### src/rtl/avmm_ccip_host_rd_mux_pkg.sv
// Shared types for the AVMM read mux: the routing tag kept per outstanding
// burst and the channel-count ceiling that sizes the tag's channel field.
package avmm_ccip_host_rd_mux_pkg;
  localparam int CCIP_AVMM_RD_MUX_MAX_CHANNELS = 16;
  localparam int RD_MUX_CHAN_W = $clog2(CCIP_AVMM_RD_MUX_MAX_CHANNELS);
  // Wide enough for any BURST_WIDTH up to 8.
  localparam int RD_MUX_BC_W   = 8;

  typedef struct packed {
    logic [RD_MUX_CHAN_W-1:0] chan;
    logic [RD_MUX_BC_W-1:0]   burstcount;
  } t_rd_mux_tag;
endpackage

### src/rtl/avmm_ccip_host_rd_mux_if.sv
// Bus bundle for the read mux: N upstream AVMM burst-read masters (m_*) and
// the single downstream AVMM read port (s_*). slave = mux view, master = env view.
interface avmm_ccip_host_rd_mux_if #(
  parameter int NUM_CHANNELS = 4,
  parameter int DATA_WIDTH   = 512,
  parameter int ADDR_WIDTH   = 48,
  parameter int BURST_WIDTH  = 3
);
  logic [NUM_CHANNELS-1:0]                  m_read;
  logic [NUM_CHANNELS-1:0][ADDR_WIDTH-1:0]  m_address;
  logic [NUM_CHANNELS-1:0][BURST_WIDTH-1:0] m_burstcount;
  logic [NUM_CHANNELS-1:0]                  m_waitrequest;
  logic [DATA_WIDTH-1:0]                    m_readdata;
  logic [NUM_CHANNELS-1:0]                  m_readdatavalid;
  logic                                     s_read;
  logic [ADDR_WIDTH-1:0]                    s_address;
  logic [BURST_WIDTH-1:0]                   s_burstcount;
  logic                                     s_waitrequest;
  logic [DATA_WIDTH-1:0]                    s_readdata;
  logic                                     s_readdatavalid;

  modport slave (
    input  m_read, m_address, m_burstcount, s_waitrequest, s_readdata, s_readdatavalid,
    output m_waitrequest, m_readdata, m_readdatavalid, s_read, s_address, s_burstcount
  );
  modport master (
    output m_read, m_address, m_burstcount, s_waitrequest, s_readdata, s_readdatavalid,
    input  m_waitrequest, m_readdata, m_readdatavalid, s_read, s_address, s_burstcount
  );
endinterface

### src/rtl/avmm_ccip_host_rd_mux_tag_fifo.sv
// avmm_rd_tag_fifo: show-ahead FIFO of routing tags, one entry per burst in
// flight. A push while full is taken only when a pop happens the same cycle.
module avmm_rd_tag_fifo
  import avmm_ccip_host_rd_mux_pkg::*;
#(
  parameter int DEPTH = 64
) (
  input  logic                     clk,
  input  logic                     reset,
  input  logic                     push,
  input  t_rd_mux_tag              din,
  input  logic                     pop,
  output t_rd_mux_tag              dout,
  output logic                     full,
  output logic                     empty,
  output logic [$clog2(DEPTH):0]   count
);
  localparam int AW = $clog2(DEPTH);

  t_rd_mux_tag     mem [DEPTH];
  logic [AW-1:0]   wr_ptr, rd_ptr;
  logic            do_push, do_pop;

  assign full    = (count == (AW+1)'(DEPTH));
  assign empty   = (count == '0);
  assign do_pop  = pop && !empty;
  assign do_push = push && (!full || do_pop);
  assign dout    = mem[rd_ptr];

  // Tag storage; no reset needed, validity is tracked by count.
  always_ff @(posedge clk) begin
    if (do_push) mem[wr_ptr] <= din;
  end

  // Pointers and occupancy.
  always_ff @(posedge clk) begin
    if (reset) begin
      wr_ptr <= '0;
      rd_ptr <= '0;
      count  <= '0;
    end else begin
      if (do_push) wr_ptr <= wr_ptr + 1'b1;
      if (do_pop)  rd_ptr <= rd_ptr + 1'b1;
      case ({do_push, do_pop})
        2'b10:   count <= count + 1'b1;
        2'b01:   count <= count - 1'b1;
        default: count <= count;
      endcase
    end
  end
endmodule

### src/rtl/avmm_ccip_host_rd_mux.sv
// avmm_ccip_host_rd_mux: round-robin merge of NUM_CHANNELS AVMM burst-read
// masters onto one read port; an in-order tag FIFO steers returning beats
// back to the issuing channel.
// Optional: define AVMM_RD_MUX_PERF_EN for per-channel beat/stall counters.
module avmm_ccip_host_rd_mux
  import avmm_ccip_host_rd_mux_pkg::*;
#(
  parameter int NUM_CHANNELS    = 4,
  parameter int DATA_WIDTH      = 512,
  parameter int ADDR_WIDTH      = 48,
  parameter int BURST_WIDTH     = 3,
  parameter int MAX_OUTSTANDING = 64
) (
  input  logic                               clk,
  input  logic                               reset,
  avmm_ccip_host_rd_mux_if.slave             bus,
  output logic                               err_sticky,
  output logic [$clog2(MAX_OUTSTANDING):0]   outstanding
`ifdef AVMM_RD_MUX_PERF_EN
  ,
  output logic [NUM_CHANNELS-1:0][31:0]      perf_beats,
  output logic [NUM_CHANNELS-1:0][31:0]      perf_stall
`endif
);
  localparam int CW = (NUM_CHANNELS > 1) ? $clog2(NUM_CHANNELS) : 1;

  logic [CW-1:0]          rr_ptr, grant;
  logic                   found, accept, fifo_full, fifo_empty, beat_vld, pop;
  logic [RD_MUX_BC_W-1:0] beat;
  logic [ADDR_WIDTH-1:0]  addr_mux;
  logic [BURST_WIDTH-1:0] bc_mux;
  logic [DATA_WIDTH-1:0]  rd_data;
  t_rd_mux_tag            tag_in, head;

  // Round-robin pick: first requester at or after rr_ptr, wrapping.
  always_comb begin
    grant = '0;
    found = 1'b0;
    for (int k = 0; k < NUM_CHANNELS; k++) begin
      if (!found && bus.m_read[(int'(rr_ptr) + k) % NUM_CHANNELS]) begin
        grant = CW'((int'(rr_ptr) + k) % NUM_CHANNELS);
        found = 1'b1;
      end
    end
  end

  assign addr_mux         = bus.m_address[grant];
  assign bc_mux           = bus.m_burstcount[grant];
  assign bus.s_read       = found && !fifo_full;
  assign bus.s_address    = addr_mux;
  assign bus.s_burstcount = bc_mux;
  assign accept           = bus.s_read && !bus.s_waitrequest;

  // Only the granted channel sees its command taken; everyone else stalls.
  always_comb begin
    bus.m_waitrequest = '1;
    for (int i = 0; i < NUM_CHANNELS; i++)
      if (grant == CW'(i) && accept) bus.m_waitrequest[i] = 1'b0;
  end

  // A zero burstcount is tracked as one beat so the head always retires.
  assign tag_in.chan       = RD_MUX_CHAN_W'(grant);
  assign tag_in.burstcount = (bc_mux == '0) ? RD_MUX_BC_W'(1) : RD_MUX_BC_W'(bc_mux);

  avmm_rd_tag_fifo #(.DEPTH(MAX_OUTSTANDING)) u_tag_fifo (
    .clk   (clk),
    .reset (reset),
    .push  (accept),
    .din   (tag_in),
    .pop   (pop),
    .dout  (head),
    .full  (fifo_full),
    .empty (fifo_empty),
    .count (outstanding)
  );

  // Response routing: data broadcast, valid only to the head tag's channel.
  assign rd_data        = bus.s_readdata;
  assign bus.m_readdata = rd_data;
  assign beat_vld       = bus.s_readdatavalid && !fifo_empty;
  assign pop            = beat_vld && (beat == head.burstcount - 1'b1);

  always_comb begin
    bus.m_readdatavalid = '0;
    for (int i = 0; i < NUM_CHANNELS; i++)
      if (head.chan == RD_MUX_CHAN_W'(i)) bus.m_readdatavalid[i] = beat_vld;
  end

  // Arbitration pointer advances past the winner only on an accept.
  always_ff @(posedge clk) begin
    if (reset)       rr_ptr <= '0;
    else if (accept) rr_ptr <= (grant == CW'(NUM_CHANNELS - 1)) ? '0 : grant + 1'b1;
  end

  // Beat position within the head burst.
  always_ff @(posedge clk) begin
    if (reset)         beat <= '0;
    else if (beat_vld) beat <= pop ? '0 : beat + 1'b1;
  end

  // Sticky protocol error: orphan beat or zero-length command.
  always_ff @(posedge clk) begin
    if (reset) err_sticky <= 1'b0;
    else if ((bus.s_readdatavalid && fifo_empty) || (accept && bc_mux == '0))
      err_sticky <= 1'b1;
  end

`ifdef AVMM_RD_MUX_PERF_EN
  for (genvar i = 0; i < NUM_CHANNELS; i++) begin : g_perf
    // Per-channel delivered beats and stalled request cycles, free-running.
    always_ff @(posedge clk) begin
      if (reset) begin
        perf_beats[i] <= '0;
        perf_stall[i] <= '0;
      end else begin
        if (bus.m_readdatavalid[i])                   perf_beats[i] <= perf_beats[i] + 1'b1;
        if (bus.m_read[i] && bus.m_waitrequest[i])    perf_stall[i] <= perf_stall[i] + 1'b1;
      end
    end
  end
`endif
endmodule
### src/flat_wrapper.sv
// flat-port wrapper written by rule: the top's interface ports become plain ports
module avmm_ccip_host_rd_mux_flat import avmm_ccip_host_rd_mux_pkg::*;
#(
  parameter int NUM_CHANNELS    = 4,
  parameter int DATA_WIDTH      = 512,
  parameter int ADDR_WIDTH      = 48,
  parameter int BURST_WIDTH     = 3,
  parameter int MAX_OUTSTANDING = 64
)
  (clk, reset, err_sticky, outstanding, bus_m_read, bus_m_address, bus_m_burstcount, bus_s_waitrequest, bus_s_readdata, bus_s_readdatavalid, bus_m_waitrequest, bus_m_readdata, bus_m_readdatavalid, bus_s_read, bus_s_address, bus_s_burstcount);
  avmm_ccip_host_rd_mux_if #(.NUM_CHANNELS(NUM_CHANNELS), .DATA_WIDTH(DATA_WIDTH), .ADDR_WIDTH(ADDR_WIDTH), .BURST_WIDTH(BURST_WIDTH)) bus_i ();
  input  logic clk;
  input  logic reset;
  output logic err_sticky;
  output logic [$clog2(MAX_OUTSTANDING):0] outstanding;
  input wire logic [$bits(bus_i.m_read)-1:0] bus_m_read;
  input wire logic [$bits(bus_i.m_address)-1:0] bus_m_address;
  input wire logic [$bits(bus_i.m_burstcount)-1:0] bus_m_burstcount;
  input wire logic [$bits(bus_i.s_waitrequest)-1:0] bus_s_waitrequest;
  input wire logic [$bits(bus_i.s_readdata)-1:0] bus_s_readdata;
  input wire logic [$bits(bus_i.s_readdatavalid)-1:0] bus_s_readdatavalid;
  output wire logic [$bits(bus_i.m_waitrequest)-1:0] bus_m_waitrequest;
  output wire logic [$bits(bus_i.m_readdata)-1:0] bus_m_readdata;
  output wire logic [$bits(bus_i.m_readdatavalid)-1:0] bus_m_readdatavalid;
  output wire logic [$bits(bus_i.s_read)-1:0] bus_s_read;
  output wire logic [$bits(bus_i.s_address)-1:0] bus_s_address;
  output wire logic [$bits(bus_i.s_burstcount)-1:0] bus_s_burstcount;
  assign bus_i.m_read = bus_m_read;
  assign bus_i.m_address = bus_m_address;
  assign bus_i.m_burstcount = bus_m_burstcount;
  assign bus_i.s_waitrequest = bus_s_waitrequest;
  assign bus_i.s_readdata = bus_s_readdata;
  assign bus_i.s_readdatavalid = bus_s_readdatavalid;
  assign bus_m_waitrequest = bus_i.m_waitrequest;
  assign bus_m_readdata = bus_i.m_readdata;
  assign bus_m_readdatavalid = bus_i.m_readdatavalid;
  assign bus_s_read = bus_i.s_read;
  assign bus_s_address = bus_i.s_address;
  assign bus_s_burstcount = bus_i.s_burstcount;
  avmm_ccip_host_rd_mux #(.NUM_CHANNELS(NUM_CHANNELS), .DATA_WIDTH(DATA_WIDTH), .ADDR_WIDTH(ADDR_WIDTH), .BURST_WIDTH(BURST_WIDTH), .MAX_OUTSTANDING(MAX_OUTSTANDING)) u_core (.clk(clk), .reset(reset), .bus(bus_i), .err_sticky(err_sticky), .outstanding(outstanding));
endmodule
### config.mk
export PLATFORM = sky130hd
export DESIGN_NAME = avmm_ccip_host_rd_mux_flat
export DESIGN_NICKNAME = d
export VERILOG_FILES = /design/src/rtl/avmm_ccip_host_rd_mux_pkg.sv /design/src/rtl/avmm_ccip_host_rd_mux_if.sv /design/src/rtl/avmm_ccip_host_rd_mux_tag_fifo.sv /design/src/rtl/avmm_ccip_host_rd_mux.sv /design/src/flat_wrapper.sv
export SDC_FILE = /design/constraint.sdc
export NUM_CORES = 1
export LEC_CHECK = 0
export ABC_AREA = 1
export CAP_MARGIN = 10
export CORE_AREA = 10 10 500 502
export CTS_CLUSTER_DIAMETER = 30
export CTS_CLUSTER_SIZE = 25
export DETAILED_ROUTE_END_ITERATION = 16
export DIE_AREA = 0 0 510 512
export GPL_TIMING_DRIVEN = 0
export MAX_ROUTING_LAYER = met4
export PLACE_DENSITY = 0.3
export SYNTH_ARGS = -nofsm -noshare
export SYNTH_HDL_FRONTEND = slang
export SYNTH_SLANG_ARGS = --single-unit
### constraint.sdc
create_clock -name clk -period 5.2 [get_ports clk]
set_clock_uncertainty 0.05 [all_clocks]
set_input_delay 0.52 -clock clk [delete_from_list [all_inputs] [get_ports clk]]
set_output_delay 0.52 -clock clk [all_outputs]
set_load 0.02 [all_outputs]
==> run summary, run 1 <==
Final std cells w/o fill - 6397
Routed vias/inst - 3.22
Met1 GRT Util - 0.195
Routed Antenna Nets - 0
Pwr Density - 577 mW/mm^2
WS Path Type - reg -> out
Actual slew at the worst max-slew pin - 1130 ps
Count of different cell masters after synthesis - 42
Req. time, crit path - 4630 ps
Fillers - 27200
Clock Sinks - 356
Status - finished, final reports clean
Ys flop type - edfxtp_1
Mapped Cells - 2196
Skew-Pair Late Insertion Delay - 640 ps
Cell with the most instances after synthesis - buf_4
Initial Utilization - 0.0859
Synth top area share - 0.467
Final min period - 5000 ps
Setup-failing EPs final - 0
Synthesis Warnings - 0
I/O pin count - 1304
Mapped Area - 0.0206 sq mm
Met3 usage - 0.0428
Dpl hpwl - 196000 microns
Clock-pin slew on the worst setup and hold paths - 40 ps
Rel. slew slack - 0.249
Largest net degree at the start of global routing - 70
Vias in the first global route - 20900
Setup TNS - 0 ps
#FFs+latches synth - 356
Mean Syn Cell Area - 9.37 sq um
Top post-synthesis cells by count - buf_4 (521), nand2_1 (455), edfxtp_1 (320)
CP endpoint kind - output port
Critical path's slowest cell - clkdlybuf4s50_1
Fmax - 200 MHz
H-tree Lvls - 3
Antenna violations before repair - 205
NumNets Final - 3834
Reg area - 0.0103 sq mm
Period utilization - 0.961
Die height - 512 microns
Met2 track demand over resource - 0.287
Worst Path Arrival - 4430 ps
Worst Hold Class - reg -> reg
Area Growth Syn to Fin - 76.4%
Worst-path maximum fanout - 10
CP cell instances - buf_4, buf_12, buf_8, buf_6, buf_2, o21ai_0, o22ai_1, nor2_1, o221ai_1, o211ai_1, nand2_1, nand2_1, nor2_1, clkdlybuf4s50_1
CTS tree - yes
Design Area, Final - 0.0363 sq mm
Max Buffers Root-to-Sink - 3
Port-buffer cells - 791
Num CTS Buffers - 96
Gr usage total - 0.165
Syn nets - 2932
# DRC - 0
FP Rows - 180
DIE AREA - 0.261 sq mm
Post-synthesis sequential area ratio - 0.502
WL final - 222000 microns
TritonRoute pass-1 iters - 5
Final Util - 0.152
Hold Vio Cnt, Final - 0
DP Cell Count - 6174
RSZ-0062 raised after global routing - true
Total chip power - 20.9 mW
Vias - 20600
First-pass GRT wire length - 267000 microns
Startpoint types - register
Ys async rst share - 0
Area contributors post-synth - edfxtp_1 (47%), buf_4 (19%), nand2_1 (8.3%), nand3_1 (4.5%), dfxtp_1 (3.5%)
Gr ovfl total - 0
VDD IR max - 0.615 mV
Drt first-iter violations - 1357
Core Box Area - 0.240 sq mm
Most used routing layer - met2
Average routed wire per standard cell - 34.8 microns
Post-DP Area - 0.0326 sq mm
Fraction of layout cells with a size suffix above 1 - 0.257
Max Cap Viol - 0
CTS root buf - clkbuf_16
Cell taking the most area after synthesis - edfxtp_1
EDFF count, synth - 320
LEAKAGE - 13.5 nW
Max Slew Vio Count - 0
Worst path max stage delay - 630 ps
Area of the multi-input gates - 0.00575 sq mm
Die width - 510 microns
GPL Wtd Cong - 0.982
metal layers:
layer  routed length (microns)  vias to the layer above  part of all wire
li1                          -                     8881                 -
met1                     92100                    10100              0.41
met2                    110000                     1307              0.49
met3                     16800                      328             0.076
met4                      3730                        0             0.017
met5                         0                        -                 0
path summary, 6_finish.rpt:
kind,start,endpoint,slack (ps),cells after the start
max,register,bus_m_readdatavalid[2],200,14
min,u_core.u_tag_fifo.rd_ptr[4],register,440,2
max reg2reg,register,u_core.u_tag_fifo.count[6],310,31
min reg2reg,u_core.u_tag_fifo.rd_ptr[4],register,440,2
sequential cells by signal (all words and copies together), names as in the netlist, named ones only:
register / cells
u_core.u_tag_fifo.rd_ptr: 6
u_core.err_sticky: 1
u_core.beat: 8
u_core.rr_ptr: 2
u_core.u_tag_fifo.count: 7
u_core.u_tag_fifo.wr_ptr: 6
u_core.u_tag_fifo.mem: 320
kinds of logic (layout without fill, tap and decap cells):
logic type | after synthesis | in the layout | synth area share
buffers and inverters | 670 | 1651 | 0.224
flip-flops | 356 | 356 | 0.502
XOR/XNOR | 22 | 22 | 0.00973
AND/OR/NAND/NOR | 871 | 871 | 0.178
AO/OA/AOI/OAI | 265 | 265 | 0.0788
adder cells (fa/ha/maj) | 12 | 12 | 0.00729
other | 0 | 35 | 0
layout make-up:
type,count,area share
Tap cell,3185,0.110
Inverter,55,0.00596
Buffer,614,0.126
Timing Repair Buffer,805,0.222
Clock inverter,64,0.0210
Sequential cell,356,0.284
Clock buffer,113,0.0697
Antenna cell,35,0.00241
Multi-Input combinational cell,1170,0.158
layout by cell type (no fill, tap or decap), types with 9 or more instances in the layout:
cell | Yosys | final
nand3_1 | 184 | 178
clkinv_2 | 0 | 25
xor2_1 | 15 | 15
clkbuf_4 | 0 | 11
clkbuf_16 | 0 | 100
buf_6 | 11 | 10
dfxtp_1 | 36 | 36
o21ai_0 | 87 | 85
nor2_1 | 187 | 187
clkbuf_1 | 34 | 26
buf_2 | 49 | 34
edfxtp_1 | 320 | 320
buf_4 | 521 | 538
clkbuf_2 | 0 | 12
nand3b_1 | 9 | 9
a21oi_1 | 71 | 70
clkdlybuf4s50_1 | 0 | 791
ha_1 | 12 | 11
clkinv_1 | 1 | 17
nand3_2 | 5 | 9
bufinv_16 | 0 | 16
nand2_2 | 5 | 11
o22ai_1 | 34 | 34
nand2_1 | 455 | 447
a32oi_1 | 48 | 46
diode_2 | 0 | 35
inv_1 | 48 | 47
metrics by stage:
step                      setup slack [ps]  hold WS (ps)
after floorplan                        441           404
after global placement               -2100           433
after detailed placement             -1440           437
after CTS                             -116           443
after global routing                 -75.6           485
final                                  201           437
report_power, final:
| part | total, mW | internal (mW) | switching, mW |
|---|---|---|---|
| sequential | 4.39 | 4.32 | 0.0723 |
| combinational | 10.5 | 3.20 | 7.32 |
| clock | 6.02 | 4.22 | 1.80 |
| total | 20.9 | 11.7 | 9.20 |
worst max-delay path: cells and delay by family (launching register included):
family,cells,cell delay (ps)
buffers and inverters,6,1780
AOI/OAI and AO/OA,4,1080
and+or+nand+nor,4,610
DFF,1,300
timing repair:
item	4_1_cts	5_1_grt
setup endpoints to repair	10	8
pin swaps	3	5
hold buffers	0	0
gates cloned	0	1
setup buffers	6	4
gates resized for setup	54	46
Power figures use the tool's default switching activity.
==> inputs of run 2 (changes only) <==
Settings changed: CORE_AREA 10 10 500 502 to 10 10 498 500, DIE_AREA 0 0 510 512 to 0 0 508 510, PLACE_DENSITY 0.3 to 0.37, SYNTH_HIERARCHICAL set to 1.
==> run summary, run 2 <==
Synth top area share - 0.589
Crit path buf inv count - 6
Most common cell after layout, fill and taps aside - nand2_1
#FFs+latches synth - 804
Skew-Pair Late Insertion Delay - 810 ps
GPL Wtd Cong - 1.02
CTS root buf - clkbuf_16
Max Slew Vio Count - 0
Worst path max stage delay - 530 ps
R2r setup slk - 230 ps
DIE AREA - 0.259 sq mm
Cell family with most CP delay - simple AND/OR/NAND/NOR gates
Worst-path maximum fanout - 10
Max Cap Viol - 0
Gr usage total - 0.216
Num CTS Buffers - 218
Post-DP Area - 0.0533 sq mm
Synthesis Warnings - 6
VDD IR max - 0.589 mV
Routed Antenna Nets - 0
H-tree Lvls - 4
Largest net degree at the start of global routing - 57
CP endpoint kind - register
Setup-failing EPs final - 0
Fraction of layout cells with a size suffix above 1 - 0.220
Drt first-iter violations - 2087
RSZ-0062 raised after global routing - true
CTS tree - yes
Design Area, Final - 0.0622 sq mm
WS Path Type - reg -> reg
I/O pin count - 1304
Max reg flops - 768
Top post-synthesis cells by count - nand2_1 (1201), edfxtp_1 (768), nand3_1 (682)
First-pass GRT wire length - 356000 microns
Post-synthesis sequential area ratio - 0.608
DP Worst Slack - -1990 ps
FP Rows - 179
Area Growth Syn to Fin - 58.9%
NumNets Final - 6095
Mean Syn Cell Area - 10.3 sq um
Mapped Cells - 3810
Hold Vio Cnt, Final - 0
# DRC - 0
CP dominant cell by count - nand3_1
R2R depth - 23
Final Util - 0.262
Clock Sinks - 804
Actual slew at the worst max-slew pin - 1200 ps
LEAKAGE - 24.4 nW
Biggest regs - u_core/u_tag_fifo/mem (768), u_core/beat (8), u_core/u_tag_fifo/count (7)
Port-buffer cells - 791
Ys flop type - edfxtp_1
Antenna violations before repair - 254
EDFF count, synth - 768
Cell with the most instances after synthesis - nand2_1
WL final - 285000 microns
Worst Hold Class - in -> reg
Core Box Area - 0.237 sq mm
Fmax - 201 MHz
Rel. slew slack - 0.199
WHS Endpoint - u_core/err_sticky
Gr ovfl total - 0
Critical path's slowest cell - nor2_2
Pwr Density - 506 mW/mm^2
Hold path start - bus_s_readdatavalid
Clock-pin slew on the worst setup and hold paths - 40 ps
# hold bufs at CTS - 0
Vias in the first global route - 33600
Worst setup margin - 227 ps
Largest reg by FF count - u_core/u_tag_fifo/mem
Most frequent cells in the layout - nand2_1 (1196), clkdlybuf4s50_1 (791), edfxtp_1 (768), nand3_1 (676), buf_4 (572)
Ys async rst share - 0
Startpoint types - register
Req. time, crit path - 5650 ps
Area contributors post-synth - edfxtp_1 (59%), nand2_1 (12%), buf_4 (10%), nand3_1 (8.7%), dfxtp_1 (1.8%)
WP depth - 23
Cells on Worst Hold Path - 3
Average routed wire per standard cell - 32.6 microns
Final min period - 4970 ps
Max Buffers Root-to-Sink - 3
CP cell instances - clkbuf_4, buf_2, nand3_1, nand3_1, nand2_1, nand2_1, nand3_1, nand3_1, nand2_4, inv_1, ha_1, xnor2_1, nand2_1, o211ai_1, nor2_1, o21ai_0, nor3_2, buf_4, o21ai_4, inv_4, nand2_4, nor2_2, buf_8
Cell taking the most area after synthesis - edfxtp_1
Die width - 508 microns
Vias - 33500
Routed vias/inst - 3.83
Worst Path Arrival - 5420 ps
Initial Utilization - 0.165
Dpl hpwl - 249000 microns
TritonRoute pass-1 iters - 5
Die height - 510 microns
Count of different cell masters after synthesis - 45
Mapped Area - 0.0391 sq mm
Status - finished, final reports clean
Period utilization - 0.956
FF-to-FF End - u_core/u_tag_fifo/mem[55][6]
## run 2: cell count changes after synthesis, sizes merged, moves of 8 or more
cell    delta
o22ai     -34
buf       +96
nor2      -78
nand4      +8
inv       +19
nand3    +499
nand3b     -9
nand2    +750
o21ai     -76
edfxtp   +448
## run 2: where the power goes
part,switching (mW),total (mW),internal (mW)
Combinational,6.55,9.65,3.10
Clock,4.11,13.4,9.27
Sequential,0.0529,8.41,8.36
## run 2: layout make-up
type                            count  area (sq um)
Fill cell                       25400        175000
Inverter                           74           297
Buffer                            713          5240
Antenna cell                       36          90.1
Tap cell                         3167          3960
Multi-Input combinational cell   2666         12200
Timing Repair Buffer              880          9100
Sequential cell                   804         23800
Clock buffer                      261          5730
Clock inverter                    150          1730
## run 2: worst min-delay path, cell delays in order
cell             delay [ps]
clkdlybuf4s50_1         430
a21oi_1                 140
a21oi_1                  70
## run 2: how the worst max path moves through the flow
| stage | from | endpoint | slack (ps) |
|---|---|---|---|
| floorplan | register | u_core/u_tag_fifo/count[6] | 1120 |
| global placement | bus_m_read[3] | u_core/u_tag_fifo/mem[42][0] | -2560 |
| detailed placement | register | u_core/u_tag_fifo/mem[41][6] | -1990 |
| CTS | register | u_core/u_tag_fifo/mem[51][1] | 2 |
| global route | register | u_core/u_tag_fifo/mem[55][6] | -30 |
| finish | register | u_core/u_tag_fifo/mem[55][6] | 230 |
## run 2: cell families after synthesis
| kind of cell | after synthesis | synth area share |
|---|---|---|
| AOI/OAI and AO/OA | 140 | 0.0233 |
| DFF | 804 | 0.608 |
| xor gates and xnor gates | 19 | 0.00425 |
| buffers and inverters | 787 | 0.137 |
| other | 1 | 0.0000958 |
| adders and majority gates | 14 | 0.00467 |
| and+or+nand+nor | 2045 | 0.223 |
## run 2: repair_timing
| action | CTS | global route |
|---|---|---|
| setup endpoints to repair | 786 | 479 |
| gates resized for setup | 136 | 64 |
| pin swaps | 13 | 9 |
| buffers inserted | 24 | 19 |
## run 2: stage by stage
step	power, mW	hold slack [ps]	setup TNS (ps)	instances
after detailed placement	18.3	442	-1108760	8261
after global routing	32.7	342	-423	8737
final	31.4	375	0	8751
after global placement	17.3	442	-1878520	8215
after CTS	32.0	312	0	8696
after floorplan	12.8	409	0	4257
## run 2: layer usage
layer | track usage | vias to the layer above | wire [microns]
met1 | 0.274 | 15900 | 125000
met2 | 0.356 | 1723 | 135000
met3 | 0.0496 | 496 | 18700
li1 | - | 15400 | -
met4 | 0.0325 | 0 | 6040
met5 | - | - | 0
==> inputs of run 3 (changes only) <==
Settings changed: CTS_CLUSTER_DIAMETER 30 to unset.
==> run summary, run 3 (synthesized netlist as in run 2, its figures left out) <==
Max Slew Vio Count - 0
GPL Wtd Cong - 1.02
Most common cell after layout, fill and taps aside - nand2_1
WHS Endpoint - u_core/u_tag_fifo/rd_ptr[2]
I/O pin count - 1304
Most frequent cells in the layout - nand2_1 (1196), clkdlybuf4s50_1 (791), edfxtp_1 (768), nand3_1 (676), buf_4 (569)
Hold Vio Cnt, Final - 0
R2r setup slk - 210 ps
DIE AREA - 0.259 sq mm
Worst setup margin - 205 ps
Status - finished, final reports clean
Gr ovfl total - 0
Hold Slack - 449 ps
Setup-failing EPs final - 0
Fraction of layout cells with a size suffix above 1 - 0.193
Port-buffer cells - 791
Vias in the first global route - 32100
Worst Hold Class - reg -> reg
Biggest regs - u_core/u_tag_fifo/mem (768), u_core/beat (8), u_core/u_tag_fifo/count (7)
Dpl hpwl - 249000 microns
Final min period - 4990 ps
Max Buffers Root-to-Sink - 3
CTS root buf - clkbuf_16
Max Cap Viol - 0
Drt first-iter violations - 2224
VDD IR max - 0.576 mV
Max reg flops - 768
Startpoint types - register
DP Cell Count - 8261
FF-to-FF End - u_core/u_tag_fifo/mem[31][4]
LEAKAGE - 22.3 nW
Design Area, Final - 0.0578 sq mm
CTS tree - yes
Total chip power - 24.7 mW
Worst Path Arrival - 5240 ps
Fmax - 200 MHz
Rel. slew slack - 0.183
# hold bufs at CTS - 0
Core Box Area - 0.237 sq mm
DP Worst Slack - -1990 ps
RSZ-0062 raised after global routing - true
CP endpoint kind - register
Fillers - 25700
Routed Antenna Nets - 0
Cells on Worst Hold Path - 2
WL final - 284000 microns
Hold path start - u_core/u_tag_fifo/rd_ptr[2]
H-tree Lvls - 3
TritonRoute pass-1 iters - 5
Actual slew at the worst max-slew pin - 1220 ps
Vias - 32800
Req. time, crit path - 5450 ps
FP Rows - 179
Worst-path maximum fanout - 12
Num CTS Buffers - 97
Period utilization - 0.961
Largest reg by FF count - u_core/u_tag_fifo/mem
Average routed wire per standard cell - 33.4 microns
Die height - 510 microns
# DRC - 0
Clock Sinks - 804
Pwr Density - 428 mW/mm^2
Die width - 508 microns
Antenna violations before repair - 249
Skew-Pair Late Insertion Delay - 690 ps
Final std cells w/o fill - 8504
NumNets Final - 5970
Clock-pin slew on the worst setup and hold paths - 50 ps
WS Path Type - reg -> reg
R2R depth - 21
Gr usage total - 0.214
Routed vias/inst - 3.86
Post-DP Area - 0.0533 sq mm
Area Growth Syn to Fin - 47.6%
Largest net degree at the start of global routing - 57
Initial Utilization - 0.165
First-pass GRT wire length - 352000 microns
[run 3: per-layer routing]
metal	wire length, microns	vias up	track usage	part of all wire
met5	0	-	-	0
met2	135000	1653	0.357	0.48
met4	5590	0	0.0266	0.020
met3	17700	450	0.0422	0.062
li1	-	15000	-	-
met1	126000	15700	0.277	0.44
[run 3: cell type report]
type	count	area [sq um]	area share
clock inverter	49	424	0.00734
inverter	74	297	0.00513
tap	3167	3960	0.0686
multi-input combinational	2666	12200	0.212
sequential	804	23800	0.412
buffer	713	5290	0.0915
clock buffer	127	2650	0.0459
timing repair buffer	876	9070	0.157
antenna	28	70.1	0.00121
[run 3: worst max path at each step]
stage | from | end | slack [ps] | cells after the start
2_1_floorplan | register | u_core/u_tag_fifo/count[6] | 1120 | 30
3_3_place_gp | bus_m_read[3] | u_core/u_tag_fifo/mem[42][0] | -2560 | 13
3_5_place_dp | register | u_core/u_tag_fifo/mem[41][6] | -1990 | 21
4_1_cts | register | u_core/u_tag_fifo/count[6] | 2 | 33
5_1_grt | register | u_core/u_tag_fifo/mem[15][7] | -40 | 23
6_report | register | u_core/u_tag_fifo/mem[31][4] | 210 | 21
[run 3: critical path: stages, from the launching register on]
cell	delay, ps
dfxtp_1	330
inv_1	100
buf_4	290
clkbuf_4	340
nand3_1	150
nand3_1	90
nand2_1	140
nand2_1	90
nand3_1	170
nand3_1	210
nand2_1	270
nor2_1	230
nand2_1	70
nor2_1	130
xor2_1	160
nand4_1	140
nor3_2	120
buf_4	160
o21ai_4	150
inv_4	300
nand2_4	200
nor2_2	670
[run 3: through the flow]
stage | setup TNS [ps] | utilization
5_1_grt | -855 | 0.243
6_report | 0 | 0.243
3_5_place_dp | -1108760 | 0.225
2_1_floorplan | 0 | -
4_1_cts | 0 | 0.242
3_3_place_gp | -1878520 | 0.222
[run 3: report_power, final]
group	switching [mW]	total [mW]	leakage (nW)	internal (mW)
Sequential	0.0537	8.39	7.21	8.33
Combinational	6.54	9.64	13.6	3.10
Clock	2.77	6.69	1.51	3.92
Total	9.37	24.7	22.3	15.4
[run 3: what timing repair did]
| action | CTS | global route |
|---|---|---|
| resized for setup | 135 | 79 |
| setup endpoints to repair | 787 | 459 |
| setup buffers | 29 | 10 |
| pin swaps | 19 | 5 |
